## src/rtl/uart_rx_pkg.sv

```systemverilog
// -----------------------------------------------------------------------------
// uart_rx_pkg
// Shared types for the oversampled UART receiver:
//   - rx_state_t      : receiver FSM states
//   - DBITS_*         : data_bits_sel encodings
//   - rx_entry_t      : FIFO entry {frame_err, parity_err, data}
//   - data_bits_count : maps data_bits_sel to a data-bit count
//   - maj3            : three-sample majority vote
// -----------------------------------------------------------------------------
package uart_rx_pkg;

    typedef enum logic [2:0] {
        ST_IDLE,
        ST_START,
        ST_DATA,
        ST_PARITY,
        ST_STOP,
        ST_BREAK
    } rx_state_t;

    localparam logic [1:0] DBITS_5 = 2'd0;
    localparam logic [1:0] DBITS_6 = 2'd1;
    localparam logic [1:0] DBITS_7 = 2'd2;
    localparam logic [1:0] DBITS_8 = 2'd3;

    // Widest frame the format selector can describe; the data field is sized to it
    // and the top resizes it to MAX_DATA_BITS on the way out.
    localparam int ENTRY_DATA_W = 8;

    typedef struct packed {
        logic                    frame_err;
        logic                    parity_err;
        logic [ENTRY_DATA_W-1:0] data;
    } rx_entry_t;

    function automatic logic [3:0] data_bits_count(input logic [1:0] sel);
        case (sel)
            DBITS_5: return 4'd5;
            DBITS_6: return 4'd6;
            DBITS_7: return 4'd7;
            DBITS_8: return 4'd8;
            default: return 4'd8;
        endcase
    endfunction

    function automatic logic maj3(input logic a, input logic b, input logic c);
        return (a & b) | (a & c) | (b & c);
    endfunction

endpackage

```

## src/rtl/uart_rx_fifo.sv

```systemverilog
// -----------------------------------------------------------------------------
// uart_rx_fifo
// First-word-fall-through FIFO: the head entry is presented on rdata_o while
// the FIFO is not empty (zero when empty). A push while full is accepted only
// if a pop happens in the same cycle.
// Ports:
//   clk, rst  : clock, asynchronous active-high reset
//   push_i    : write wdata_i (ignored when full without a pop)
//   wdata_i   : entry to store
//   pop_i     : drop the head entry (ignored when empty)
//   rdata_o   : head entry
//   empty_o   : no entries stored
//   full_o    : DEPTH entries stored
//   count_o   : number of stored entries
// -----------------------------------------------------------------------------
module uart_rx_fifo #(
    parameter int WIDTH = 10,
    parameter int DEPTH = 16
) (
    input  logic                     clk,
    input  logic                     rst,
    input  logic                     push_i,
    input  logic [WIDTH-1:0]         wdata_i,
    input  logic                     pop_i,
    output logic [WIDTH-1:0]         rdata_o,
    output logic                     empty_o,
    output logic                     full_o,
    output logic [$clog2(DEPTH):0]   count_o
);

    localparam int AW = $clog2(DEPTH);
    localparam int CW = AW + 1;

    logic [WIDTH-1:0] mem_q [DEPTH];
    logic [AW-1:0]    wr_ptr_q, wr_ptr_d;
    logic [AW-1:0]    rd_ptr_q, rd_ptr_d;
    logic [CW-1:0]    count_q, count_d;
    logic             do_push, do_pop;

    assign empty_o = (count_q == '0);
    assign full_o  = (count_q == CW'(DEPTH));
    assign count_o = count_q;
    assign rdata_o = empty_o ? '0 : mem_q[rd_ptr_q];

    assign do_pop  = pop_i && !empty_o;
    // A pop frees the slot that a same-cycle push needs when full.
    assign do_push = push_i && (!full_o || do_pop);

    // Power-of-two depth: pointers wrap by natural overflow.
    assign wr_ptr_d = do_push ? wr_ptr_q + 1'b1 : wr_ptr_q;
    assign rd_ptr_d = do_pop  ? rd_ptr_q + 1'b1 : rd_ptr_q;
    assign count_d  = count_q + CW'(do_push) - CW'(do_pop);

    always_ff @(posedge clk) begin
        if (do_push) begin
            mem_q[wr_ptr_q] <= wdata_i;
        end
    end

    always_ff @(posedge clk or posedge rst) begin
        if (rst) begin
            wr_ptr_q <= '0;
            rd_ptr_q <= '0;
            count_q  <= '0;
        end else begin
            wr_ptr_q <= wr_ptr_d;
            rd_ptr_q <= rd_ptr_d;
            count_q  <= count_d;
        end
    end

endmodule

```

## src/rtl/uart_rx_oversampled.sv

```systemverilog
// -----------------------------------------------------------------------------
// uart_rx_oversampled
// 16x (OVERSAMPLE) oversampled UART receiver with majority-vote sampling,
// runtime baud divisor and frame format, error counters and an FWFT FIFO.
// Optional build macro UART_RX_BREAK_DETECT_EN: all-zero frames are treated as
// a line break (not stored, not counted) and reported on break_detected.
// Ports:
//   clk, rst             : clock, asynchronous active-high reset
//   rx                   : serial input (asynchronous, synchronised inside)
//   baud_div             : oversample tick period minus one
//   data_bits_sel        : 0..3 -> 5..8 data bits
//   parity_enable        : parity bit present
//   parity_type          : 0 even, 1 odd
//   stop_bits_sel        : 0 one stop bit, 1 two stop bits
//   fifo_read            : pop head entry
//   clear_errors         : zero counters and sticky flags
//   rx_data              : head data, right-justified
//   rx_parity_err        : head parity error flag
//   rx_frame_err         : head framing error flag
//   rx_data_ready        : FIFO not empty
//   fifo_empty/full/count: FIFO status
//   rx_overflow_error    : sticky, a frame was dropped
//   parity_error_count   : saturating parity error count
//   framing_error_count  : saturating framing error count
//   break_detected       : sticky break flag (macro builds only)
// -----------------------------------------------------------------------------
module uart_rx_oversampled
    import uart_rx_pkg::*;
#(
    parameter int OVERSAMPLE    = 16,
    parameter int DIV_WIDTH     = 16,
    parameter int MAX_DATA_BITS = 8,
    parameter int FIFO_DEPTH    = 16,
    parameter int CNT_WIDTH     = 8
) (
    input  logic                          clk,
    input  logic                          rst,
    input  logic                          rx,
    input  logic [DIV_WIDTH-1:0]          baud_div,
    input  logic [1:0]                    data_bits_sel,
    input  logic                          parity_enable,
    input  logic                          parity_type,
    input  logic                          stop_bits_sel,
    input  logic                          fifo_read,
    input  logic                          clear_errors,
    output logic [MAX_DATA_BITS-1:0]      rx_data,
    output logic                          rx_parity_err,
    output logic                          rx_frame_err,
    output logic                          rx_data_ready,
    output logic                          fifo_empty,
    output logic                          fifo_full,
    output logic [$clog2(FIFO_DEPTH):0]   fifo_count,
    output logic                          rx_overflow_error,
`ifdef UART_RX_BREAK_DETECT_EN
    output logic                          break_detected,
`endif
    output logic [CNT_WIDTH-1:0]          parity_error_count,
    output logic [CNT_WIDTH-1:0]          framing_error_count
);

    localparam int OS_W  = $clog2(OVERSAMPLE);
    localparam int IDX_W = $clog2(MAX_DATA_BITS);
    localparam logic [OS_W-1:0] T_S0   = OS_W'(OVERSAMPLE / 2 - 1);
    localparam logic [OS_W-1:0] T_S1   = OS_W'(OVERSAMPLE / 2);
    localparam logic [OS_W-1:0] T_S2   = OS_W'(OVERSAMPLE / 2 + 1);
    localparam logic [OS_W-1:0] T_LAST = OS_W'(OVERSAMPLE - 1);

    function automatic logic [CNT_WIDTH-1:0] sat_inc(input logic [CNT_WIDTH-1:0] v);
        return (&v) ? v : v + 1'b1;
    endfunction

    // Synchroniser and edge history; idle line level is 1.
    logic [1:0] sync_q;
    logic       rx_prev_q;
    logic       rx_s;

    always_ff @(posedge clk or posedge rst) begin
        if (rst) begin
            sync_q    <= 2'b11;
            rx_prev_q <= 1'b1;
        end else begin
            sync_q    <= {sync_q[0], rx};
            rx_prev_q <= sync_q[1];
        end
    end

    assign rx_s = sync_q[1];

    rx_state_t state_q;
    logic      start_det;

    assign start_det = (state_q == ST_IDLE) && rx_prev_q && !rx_s;

    // Oversample tick; >= keeps it wrapping if baud_div is lowered mid-count.
    logic [DIV_WIDTH-1:0] div_cnt_q;
    logic                 tick;

    assign tick = (div_cnt_q >= baud_div);

    always_ff @(posedge clk or posedge rst) begin
        if (rst) begin
            div_cnt_q <= '0;
        end else if (start_det || tick) begin
            div_cnt_q <= '0;
        end else begin
            div_cnt_q <= div_cnt_q + 1'b1;
        end
    end

    // Receiver FSM and frame datapath.
    logic [OS_W-1:0]          os_cnt_q;
    logic [IDX_W-1:0]         bit_idx_q;
    logic                     stop_idx_q;
    logic [1:0]               samp_q;
    logic [MAX_DATA_BITS-1:0] data_q;
    logic                     par_err_q;
    logic                     frame_err_q;
    logic [3:0]               nbits_q;
    logic                     par_en_q;
    logic                     par_type_q;
    logic                     two_stop_q;
    logic                     push_q;
    rx_entry_t                push_entry_q;
    logic                     vote;
    logic                     fe_now;

    assign vote   = maj3(samp_q[0], samp_q[1], rx_s);
    assign fe_now = frame_err_q | ~vote;

`ifdef UART_RX_BREAK_DETECT_EN
    logic par_bit_q;
    logic stop_high_q;
    logic break_q;
    logic is_break;

    assign is_break       = (data_q == '0) && !par_bit_q && !stop_high_q && !vote;
    assign break_detected = break_q;
`endif

    always_ff @(posedge clk or posedge rst) begin
        if (rst) begin
            state_q      <= ST_IDLE;
            os_cnt_q     <= '0;
            bit_idx_q    <= '0;
            stop_idx_q   <= 1'b0;
            samp_q       <= 2'b11;
            data_q       <= '0;
            par_err_q    <= 1'b0;
            frame_err_q  <= 1'b0;
            nbits_q      <= 4'd8;
            par_en_q     <= 1'b0;
            par_type_q   <= 1'b0;
            two_stop_q   <= 1'b0;
            push_q       <= 1'b0;
            push_entry_q <= '0;
`ifdef UART_RX_BREAK_DETECT_EN
            par_bit_q    <= 1'b0;
            stop_high_q  <= 1'b0;
            break_q      <= 1'b0;
`endif
        end else begin
            push_q <= 1'b0;
            if (state_q == ST_IDLE) begin
                if (start_det) begin
                    state_q     <= ST_START;
                    os_cnt_q    <= '0;
                    bit_idx_q   <= '0;
                    stop_idx_q  <= 1'b0;
                    data_q      <= '0;
                    par_err_q   <= 1'b0;
                    frame_err_q <= 1'b0;
                    nbits_q     <= data_bits_count(data_bits_sel);
                    par_en_q    <= parity_enable;
                    par_type_q  <= parity_type;
                    two_stop_q  <= stop_bits_sel;
`ifdef UART_RX_BREAK_DETECT_EN
                    par_bit_q   <= 1'b0;
                    stop_high_q <= 1'b0;
`endif
                end
            end else if (tick) begin
                // Power-of-two OVERSAMPLE: the bit-phase counter wraps on its own.
                os_cnt_q <= os_cnt_q + 1'b1;
                if (os_cnt_q == T_S0) samp_q[0] <= rx_s;
                if (os_cnt_q == T_S1) samp_q[1] <= rx_s;
                case (state_q)
                    ST_START: begin
                        if (os_cnt_q == T_S2 && vote) begin
                            state_q <= ST_IDLE;
                        end else if (os_cnt_q == T_LAST) begin
                            state_q <= ST_DATA;
                        end
                    end
                    ST_DATA: begin
                        if (os_cnt_q == T_S2) begin
                            data_q[bit_idx_q] <= vote;
                        end
                        if (os_cnt_q == T_LAST) begin
                            if (bit_idx_q == IDX_W'(nbits_q - 4'd1)) begin
                                state_q <= par_en_q ? ST_PARITY : ST_STOP;
                            end else begin
                                bit_idx_q <= bit_idx_q + 1'b1;
                            end
                        end
                    end
                    ST_PARITY: begin
                        if (os_cnt_q == T_S2) begin
                            // Unused upper data bits are zero, so the full-width XOR is safe.
                            par_err_q <= ((^data_q) ^ vote) != par_type_q;
`ifdef UART_RX_BREAK_DETECT_EN
                            par_bit_q <= vote;
`endif
                        end
                        if (os_cnt_q == T_LAST) begin
                            state_q <= ST_STOP;
                        end
                    end
                    ST_STOP: begin
                        if (os_cnt_q == T_S2) begin
                            frame_err_q <= fe_now;
`ifdef UART_RX_BREAK_DETECT_EN
                            if (vote) stop_high_q <= 1'b1;
`endif
                            // Finish at the middle of the last stop bit so the next start
                            // edge can be caught half a bit early.
                            if (stop_idx_q == two_stop_q) begin
`ifdef UART_RX_BREAK_DETECT_EN
                                if (is_break) begin
                                    break_q  <= 1'b1;
                                    state_q  <= ST_BREAK;
                                    os_cnt_q <= '0;
                                end else begin
                                    push_q                  <= 1'b1;
                                    push_entry_q.frame_err  <= fe_now;
                                    push_entry_q.parity_err <= par_err_q;
                                    push_entry_q.data       <= ENTRY_DATA_W'(data_q);
                                    state_q                 <= ST_IDLE;
                                end
`else
                                push_q                  <= 1'b1;
                                push_entry_q.frame_err  <= fe_now;
                                push_entry_q.parity_err <= par_err_q;
                                push_entry_q.data       <= ENTRY_DATA_W'(data_q);
                                state_q                 <= ST_IDLE;
`endif
                            end
                        end else if (os_cnt_q == T_LAST) begin
                            stop_idx_q <= 1'b1;
                        end
                    end
                    ST_BREAK: begin
                        // Require a full bit time of continuous high line before re-arming.
                        if (!rx_s) begin
                            os_cnt_q <= '0;
                        end else if (os_cnt_q == T_LAST) begin
                            state_q <= ST_IDLE;
                        end
                    end
                    default: state_q <= ST_IDLE;
                endcase
            end
`ifdef UART_RX_BREAK_DETECT_EN
            if (clear_errors) break_q <= 1'b0;
`endif
        end
    end

    // Frame FIFO.
    rx_entry_t head;
    logic      fifo_empty_w;
    logic      fifo_full_w;

    uart_rx_fifo #(
        .WIDTH ($bits(rx_entry_t)),
        .DEPTH (FIFO_DEPTH)
    ) u_fifo (
        .clk     (clk),
        .rst     (rst),
        .push_i  (push_q),
        .wdata_i (push_entry_q),
        .pop_i   (fifo_read),
        .rdata_o (head),
        .empty_o (fifo_empty_w),
        .full_o  (fifo_full_w),
        .count_o (fifo_count)
    );

    assign fifo_empty    = fifo_empty_w;
    assign fifo_full     = fifo_full_w;
    assign rx_data_ready = !fifo_empty_w;
    assign rx_data       = MAX_DATA_BITS'(head.data);
    assign rx_parity_err = head.parity_err;
    assign rx_frame_err  = head.frame_err;

    // Error counters and sticky overflow; clear takes priority over any update.
    logic [CNT_WIDTH-1:0] par_cnt_q;
    logic [CNT_WIDTH-1:0] frm_cnt_q;
    logic                 ovf_q;

    always_ff @(posedge clk or posedge rst) begin
        if (rst) begin
            par_cnt_q <= '0;
            frm_cnt_q <= '0;
            ovf_q     <= 1'b0;
        end else if (clear_errors) begin
            par_cnt_q <= '0;
            frm_cnt_q <= '0;
            ovf_q     <= 1'b0;
        end else begin
            if (push_q && push_entry_q.parity_err) par_cnt_q <= sat_inc(par_cnt_q);
            if (push_q && push_entry_q.frame_err)  frm_cnt_q <= sat_inc(frm_cnt_q);
            if (push_q && fifo_full_w && !fifo_read) ovf_q <= 1'b1;
        end
    end

    assign parity_error_count  = par_cnt_q;
    assign framing_error_count = frm_cnt_q;
    assign rx_overflow_error   = ovf_q;

endmodule
```

## config.mk

```make
export PLATFORM = sky130hd
export DESIGN_NAME = uart_rx_oversampled
export DESIGN_NICKNAME = d
export VERILOG_FILES = /design/src/rtl/uart_rx_pkg.sv /design/src/rtl/uart_rx_fifo.sv /design/src/rtl/uart_rx_oversampled.sv
export SDC_FILE = /design/constraint.sdc
export NUM_CORES = 1
export LEC_CHECK = 0
export CAP_MARGIN = 20
export CORE_MARGIN = 2
export CORE_UTILIZATION = 30
export DETAILED_ROUTE_END_ITERATION = 8
export SLEW_MARGIN = 20
export SYNTH_ARGS = -nofsm -noshare
export SYNTH_HDL_FRONTEND = slang
export SYNTH_SLANG_ARGS = --single-unit
```

## constraint.sdc

```tcl
create_clock -name clk -period 3.2 [get_ports clk]
set_clock_uncertainty 0.1 [all_clocks]
set_input_delay 0.32 -clock clk [delete_from_list [all_inputs] [get_ports clk]]
set_output_delay 0.32 -clock clk [all_outputs]
set_load 0.02 [all_outputs]
```

==> results of run 1 <==
cell usage in the layout (no fill, tap or decap), types with 26 or more instances in the layout:
cell type,count
sky130_fd_sc_hd__edfxtp_1,160
sky130_fd_sc_hd__dfrtp_1,83
sky130_fd_sc_hd__nor2_1,61
sky130_fd_sc_hd__mux4_2,50
sky130_fd_sc_hd__clkdlybuf4s50_1,50
sky130_fd_sc_hd__nand2_1,48
sky130_fd_sc_hd__buf_4,42
sky130_fd_sc_hd__inv_1,40
sky130_fd_sc_hd__ha_1,38
sky130_fd_sc_hd__clkbuf_16,27
sky130_fd_sc_hd__xnor2_1,26
routing by layer:
layer,GRT usage,vias up
li1,-,3004
met1,0.162,3159
met2,0.213,130
met3,0.0202,32
met4,0.0241,0
met5,0,-
cells by family (layout without fill, tap and decap cells):
logic type / count (synthesis) / after routing / synth area share
AOI/OAI and AO/OA: 73 / 73 / 0.0449
xor gates and xnor gates: 49 / 49 / 0.0399
adders and majority gates: 40 / 40 / 0.0456
buffers and inverters: 72 / 198 / 0.0257
DFF: 249 / 249 / 0.633
muxes: 68 / 68 / 0.120
and+or+nand+nor: 200 / 200 / 0.0909
worst max-delay path: stages, from the launching register on:
cell and delay, ns:
sky130_fd_sc_hd__dfrtp_2 0.36, sky130_fd_sc_hd__buf_4 0.14, sky130_fd_sc_hd__buf_12 0.16, sky130_fd_sc_hd__mux4_2 0.54, sky130_fd_sc_hd__mux4_2 0.51, sky130_fd_sc_hd__nor2b_1 0.16, sky130_fd_sc_hd__clkdlybuf4s15_1 0.29
repair_timing:
item                                    4_1_cts  5_1_grt
resized for setup                            17       11
cloned                                        1        0
setup buffers                                 3        5
endpoints found under the setup margin       10       10
flip-flops by register name (all words and copies together) (netlist names), 5 cells and up:
register             flops
u_fifo.mem_q           160
data_q                   8
u_fifo.count_o           5
push_entry_q            10
div_cnt_q               16
parity_error_count       8
framing_error_count      8
power groups by stage:
stage	Combinational, mW	Clock [mW]	Sequential (mW)
2_1_floorplan	0.919	0	3.69
3_3_place_gp	1.35	0	3.70
3_5_place_dp	1.37	0	3.70
4_1_cts	1.47	3.12	3.63
5_1_grt	1.64	3.24	3.65
6_report	1.46	3.02	3.63
worst paths after layout:
| check | cells after the start | to | slack (ns) |
|---|---|---|---|
| setup / recovery | 6 | rx_frame_err | 0.09 |
| hold / removal | 2 | framing_error_count[5]$_DFFE_PP0P_ | 0.04 |
| setup reg to reg | 9 | u_fifo.mem_q[7][9]$_DFFE_PP_ | 0.44 |
| hold reg to reg | 0 | sync_q[1]$_DFF_PP1_ | 0.26 |
| max in group asynchronous | 3 | u_fifo.count_o[0]$_DFF_PP0_ | 2.31 |
| min in group clk | 1 | sync_q[0]$_DFF_PP1_ | 0.09 |
stage by stage:
stage | util | instance area, sq um
final | 0.368 | 13400
after global routing | 0.368 | 13400
after CTS | 0.368 | 13400
after detailed placement | 0.343 | 12500
after global placement | 0.343 | 12500
after floorplan | - | 11100
cell type report:
cell class,count,area [sq um],area share
inverter,41,156,0.0116
clock inverter,12,119,0.00885
clock buffer,38,747,0.0556
multi-input combinational,430,3790,0.283
timing repair buffer,107,988,0.0736
sequential,249,7040,0.524
tap,468,586,0.0436
==> impl_metrics.csv, run 1 <==
group,metric,value,unit
clock_network,clk_latency,0.54,ns
synth,syn_area_per_cell,14.8,sq um
clock_network,cts_max_level,1,
clock_network,clock_sink_count,249,
route,antenna_violating_nets_post_route,0,
final_layout,antenna_cells_inserted,0,
final_layout,layout-drive-gt1-share,0.203,
power_and_ir_drop,power.total,8.11,mW
floorplanning,die_area,38600,sq um
timing,finalSetupViolCount,0,
power_and_ir_drop,power_per_cell_area,604,nW/um^2
final_layout,fin_cells,1345,
grt,global_route.overflow_total,0,
critical_path,worst-endpoint-required,2.78,ns
power_and_ir_drop,switching_power,2.06,mW
clock_network,cts_bufs_inserted,27,
final_layout,final_nets,921,
synth,synth-warning-count,0,
grt,first_global_vias,6694,
timing,setup_slack,0.0923,ns
placed_design,place.detailed.instances,1286,
critical_path,worstPathMaxFanout,14,
synth,synthesis.instances,751,
synth,sequential_cell_area_fraction_in_the_yosys_report,0.633,
timing,fmax,322,MHz
floorplanning,std_cell_core_area,36500,sq um
route,drt_pass1_iterations,6,
power_and_ir_drop,switching_portion_of_total_power,0.254,
timing,max_slew.worst_pin.slew,0.715,ns
critical_path,startpoint_type,"flop",
power_and_ir_drop,clockPowerShare,0.372,
power_and_ir_drop,power.sequential.fraction,0.448,
final_layout,growth_of_design_area_from_synthesis_to_finish,20.8,%
route,vias_per_cell,4.70,
critical_path,cp-end-kind,"output pin",
critical_path,crit_start,"u_fifo.rd_ptr_q[0]$_DFFE_PP0P_",
timing,final.period_utilization,0.971,
critical_path,cp.arrival,2.69,ns
floorplanning,ioPinCount,61,
grt,antenna_found_initial,0,
route,detailedRoute.firstIterationViolations,530,
timing,maxSlewHeadroom,0.522,
power_and_ir_drop,pwr-share-comb,0.180,
clock_network,cts.clk_slew.worst_paths,0.06,ns
synth,synthMostInstantiatedCell,"sky130_fd_sc_hd__edfxtp_1",
run,cap_violations,0,
synth,dominantRegCellSynth,"sky130_fd_sc_hd__edfxtp_1",
synth,synth_edf_count,160,
floorplanning,die_y,197,um
floorplanning,fp-row-count,70,
synth,postSynth.asyncResetShare,0.357,
floorplanning,floorplan.die.width,197,um
synth,synth_area,11100,sq um
placed_design,dp_worst_setup_slack,0.210,ns
grt,grt.total_usage,0.122,
placed_design,gpl.final_weighted_congestion,0.786,
outcome,status,"finished clean",
route,route.final.wire_length,23.1,mm
synth,synthesis.nets,816,
power_and_ir_drop,p_int,6.05,mW
timing,finalHoldViolations,0,
timing,rsz_0062_raised_after_global_routing,"false",
grt,first_pass_grt_wire_length,37.6,mm
synth,synth.cells.most_frequent,"160 x sky130_fd_sc_hd__edfxtp_1, 84 x sky130_fd_sc_hd__dfrtp_1, 61 x sky130_fd_sc_hd__nor2_1, 50 x sky130_fd_sc_hd__mux4_2, 48 x sky130_fd_sc_hd__nand2_1",
synth,synth_top_cells_by_area,"sky130_fd_sc_hd__edfxtp_1 43%, sky130_fd_sc_hd__dfrtp_1 19%, sky130_fd_sc_hd__mux4_2 10%",
placed_design,hpwl,15.6,mm
route,drt-met1-wl,10.2,mm
clock_network,clockBufferDepth,3,
placed_design,io_buffers,60,
floorplanning,floorplan.initialDensity,0.304,
route,wl_per_cell,17.1,um
synth,number_of_flip_flops_and_latches_in_the_synthesized_netlist,249,
route,dr_wl_met3,913,um
synth,synth_cell_types,61,
route,drcViolationCount,0,
route,maxUsedRoutingLayer,"met4",
clock_network,tritoncts,"yes",
timing,slew_violations,0,
route,routed-wl-met2,11.5,mm
synth,synth_top_area_cell,"sky130_fd_sc_hd__edfxtp_1",
critical_path,worstReg2RegStart,"u_fifo.count_o[2]$_DFF_PP0_",
clock_network,hold_buffers,0,
final_layout,n_fill_cell,3445,
timing,hold_ws,0.0422,ns
route,via_count,6325,
timing,fin_tns_setup,0,ns
clock_network,ctsRootBufferMaster,"sky130_fd_sc_hd__clkbuf_16",
synth,synth_top_area_share,0.432,
min_path,worst_hold_path_type,"in -> async",
power_and_ir_drop,cellLeakagePower,5.57,nW
timing,period_minus_slack,3.11,ns
grt,grt_max_degree,44,
power_and_ir_drop,vdd_ir_drop_max,0.362,mV
critical_path,critical_path_class,"reg -> out",
Note: power is estimated with default switching activity, not from simulation.
==> inputs of run 2 (changes only) <==
Settings changed: CORE_MARGIN 2 to 4.
==> run 2 against run 1 <==
Combinational power fell by 3%. Setup slack improved by 0.0068 ns. Global-route usage decreased by 1.3 points. Routed wire length down 1.8%. Clock-buffer cell count fell by 4. Cell count down 0.74%. Non-clock buffer count shrank 10. Power is 1.2% lower. Via count is 0.30% lower. Clock power fell by 3%. Critical path type unchanged. Design area is 0.18% lower. Sequential share of layout area up 0.093 points.
==> impl_metrics.csv, run 2 (synthesis gave the netlist of run 1 again) <==
group,metric,value,unit
floorplanning,floorplan.die.width,201,um
power_and_ir_drop,cellLeakagePower,5.52,nW
final_layout,largest_register_ffs,160,
route,wl_per_cell,17.0,um
final_layout,largest_register,"u_fifo.mem_q",
critical_path,rr_endpoint,"data_q[1]$_DFFE_PP0P_",
timing,finalSetupViolCount,0,
critical_path,worstReg2RegStart,"state_q[2]$_DFFE_PP0P_",
min_path,worst_hold_path_type,"in -> async",
run,cap_violations,0,
critical_path,r2r_setup_slack,0.58,ns
critical_path,startpoint_type,"flop",
critical_path,timing.reg2reg.worst_path_depth,5,
route,route.final.wire_length,22.6,mm
placed_design,gpl.final_weighted_congestion,0.823,
clock_network,cts.clk_slew.worst_paths,0.06,ns
placed_design,hpwl,14.9,mm
floorplanning,die_y,201,um
floorplanning,std_cell_core_area,36600,sq um
final_layout,post-route-cell-area,13400,sq um
route,drt_pass1_iterations,5,
floorplanning,fp-row-count,70,
final_layout,layout-drive-gt1-share,0.191,
placed_design,place.detailed.instances,1281,
placed_design,io_buffers,60,
power_and_ir_drop,power_per_cell_area,598,nW/um^2
critical_path,cp-end-kind,"output pin",
floorplanning,floorplan.initialDensity,0.304,
timing,final.period_utilization,0.969,
final_layout,growth_of_design_area_from_synthesis_to_finish,20.6,%
timing,slew_violations,0,
placed_design,placement.cell_area,12500,sq um
critical_path,worst-endpoint-required,2.78,ns
clock_network,hold_buffers,0,
clock_network,ctsRootBufferMaster,"sky130_fd_sc_hd__clkbuf_16",
final_layout,ff_latch_area,7040,sq um
clock_network,clock_sink_count,249,
grt,global_route.overflow_total,0,
final_layout,final_nets,912,
grt,grt_max_degree,44,
critical_path,crit_start,"u_fifo.rd_ptr_q[0]$_DFFE_PP0P_",
timing,period_minus_slack,3.10,ns
critical_path,cp.arrival,2.68,ns
final_layout,multi_input_comb_area,3790,sq um
final_layout,layout_commonest_cell,"sky130_fd_sc_hd__edfxtp_1",
clock_network,cts_max_level,1,
clock_network,tritoncts,"yes",
grt,grt.total_usage,0.110,
timing,fin_tns_setup,0,ns
final_layout,antenna_cells_inserted,0,
route,detailedRoute.firstIterationViolations,408,
final_layout,most-common-layout-cells,"160 x sky130_fd_sc_hd__edfxtp_1, 83 x sky130_fd_sc_hd__dfrtp_1, 61 x sky130_fd_sc_hd__nor2_1",
timing,fmax,322,MHz
grt,first_pass_grt_wire_length,36.1,mm
timing,rsz_0062_raised_after_global_routing,"false",
grt,first_global_vias,6434,
critical_path,critical_path_class,"reg -> out",
floorplanning,die_area,40200,sq um
grt,antenna_found_initial,0,
timing,maxSlewHeadroom,0.525,
clock_network,clk_latency,0.53,ns
power_and_ir_drop,vdd_ir_drop_max,0.430,mV
final_layout,top_regs,"u_fifo.mem_q: 160 flops, div_cnt_q: 16 flops, push_entry_q: 10 flops",
route,drcViolationCount,0,
final_layout,fin_cells,1335,
route,vias_per_cell,4.72,
placed_design,dp_worst_setup_slack,0.190,ns
timing,setup_slack,0.0991,ns
critical_path,worstPathMaxFanout,10,
clock_network,clockBufferDepth,3,
timing,finalHoldViolations,0,
route,antenna_violating_nets_post_route,0,
timing,max_slew.worst_pin.slew,0.711,ns
timing,hold_ws,0.0706,ns
outcome,status,"finished clean",
floorplanning,ioPinCount,61,
final_layout,n_fill_cell,3498,
clock_network,cts_bufs_inserted,28,
route,via_count,6306,
-- run 2: cell types whose count changed in the layout (fill, tap and decap cells not counted), sizes merged --
cell           before  now
bufinv              2    1
clkinv              9   12
dlygate4sd2         0    4
clkinvlp            0    2
clkdlybuf4s15       2    6
clkbuf             46   35
bufbuf              1    0
buf                46   36
-- run 2: worst max-delay path, cell delays in order, from the launching register on --
cell	delay (ns)
sky130_fd_sc_hd__dfrtp_2	0.40
sky130_fd_sc_hd__buf_12	0.12
sky130_fd_sc_hd__buf_12	0.14
sky130_fd_sc_hd__mux4_2	0.56
sky130_fd_sc_hd__mux4_2	0.47
sky130_fd_sc_hd__nor2b_1	0.13
sky130_fd_sc_hd__dlygate4sd2_1	0.31
-- run 2: worst max path at each step --
stage                                   end  slack, ns
4_1_cts                          rx_data[2]     0.0005
3_3_place_gp    push_entry_q[5]$_DFFE_PP0P_       0.28
5_1_grt                          rx_data[6]      0.006
6_report                         rx_data[3]        0.1
3_5_place_dp    push_entry_q[9]$_DFFE_PP0P_       0.19
2_1_floorplan  u_fifo.mem_q[3][0]$_DFFE_PP_       0.30
-- run 2: final cells by class --
class                   instances  area share
multi-input cells             430       0.283
flip-flops and latches        249       0.525
clock inverters                16     0.00859
inverters                      41      0.0117
repair buffers                 97      0.0725
well taps                     468      0.0437
clock buffers                  34      0.0554
-- run 2: where the power goes --
group / internal (mW) / total, mW / switching (mW)
Clock: 1.72 / 2.94 / 1.22
Sequential: 3.51 / 3.65 / 0.142
Combinational: 0.728 / 1.42 / 0.693
Total: 5.96 / 8.01 / 2.05
-- run 2: stage by stage --
step,power [mW],utilization
floorplan,4.61,-
global placement,5.07,0.341
detailed placement,5.09,0.341
CTS,8.10,0.365
global route,8.44,0.366
finish,8.01,0.366
-- run 2: repair_timing --
| action | in CTS | in global routing |
|---|---|---|
| endpoints found under the hold margin | 0 | 0 |
| gates resized for setup | 21 | 0 |
| gates cloned | 0 | 1 |
| setup endpoints to repair | 10 | 7 |
| setup buffers | 2 | 1 |
-- run 2: metal layers --
layer,vias up,GRT usage,share of wire
met5,-,0,0
met4,0,0.0229,0.020
met3,39,0.0176,0.042
met2,140,0.183,0.48
met1,3144,0.153,0.46
li1,2983,-,-
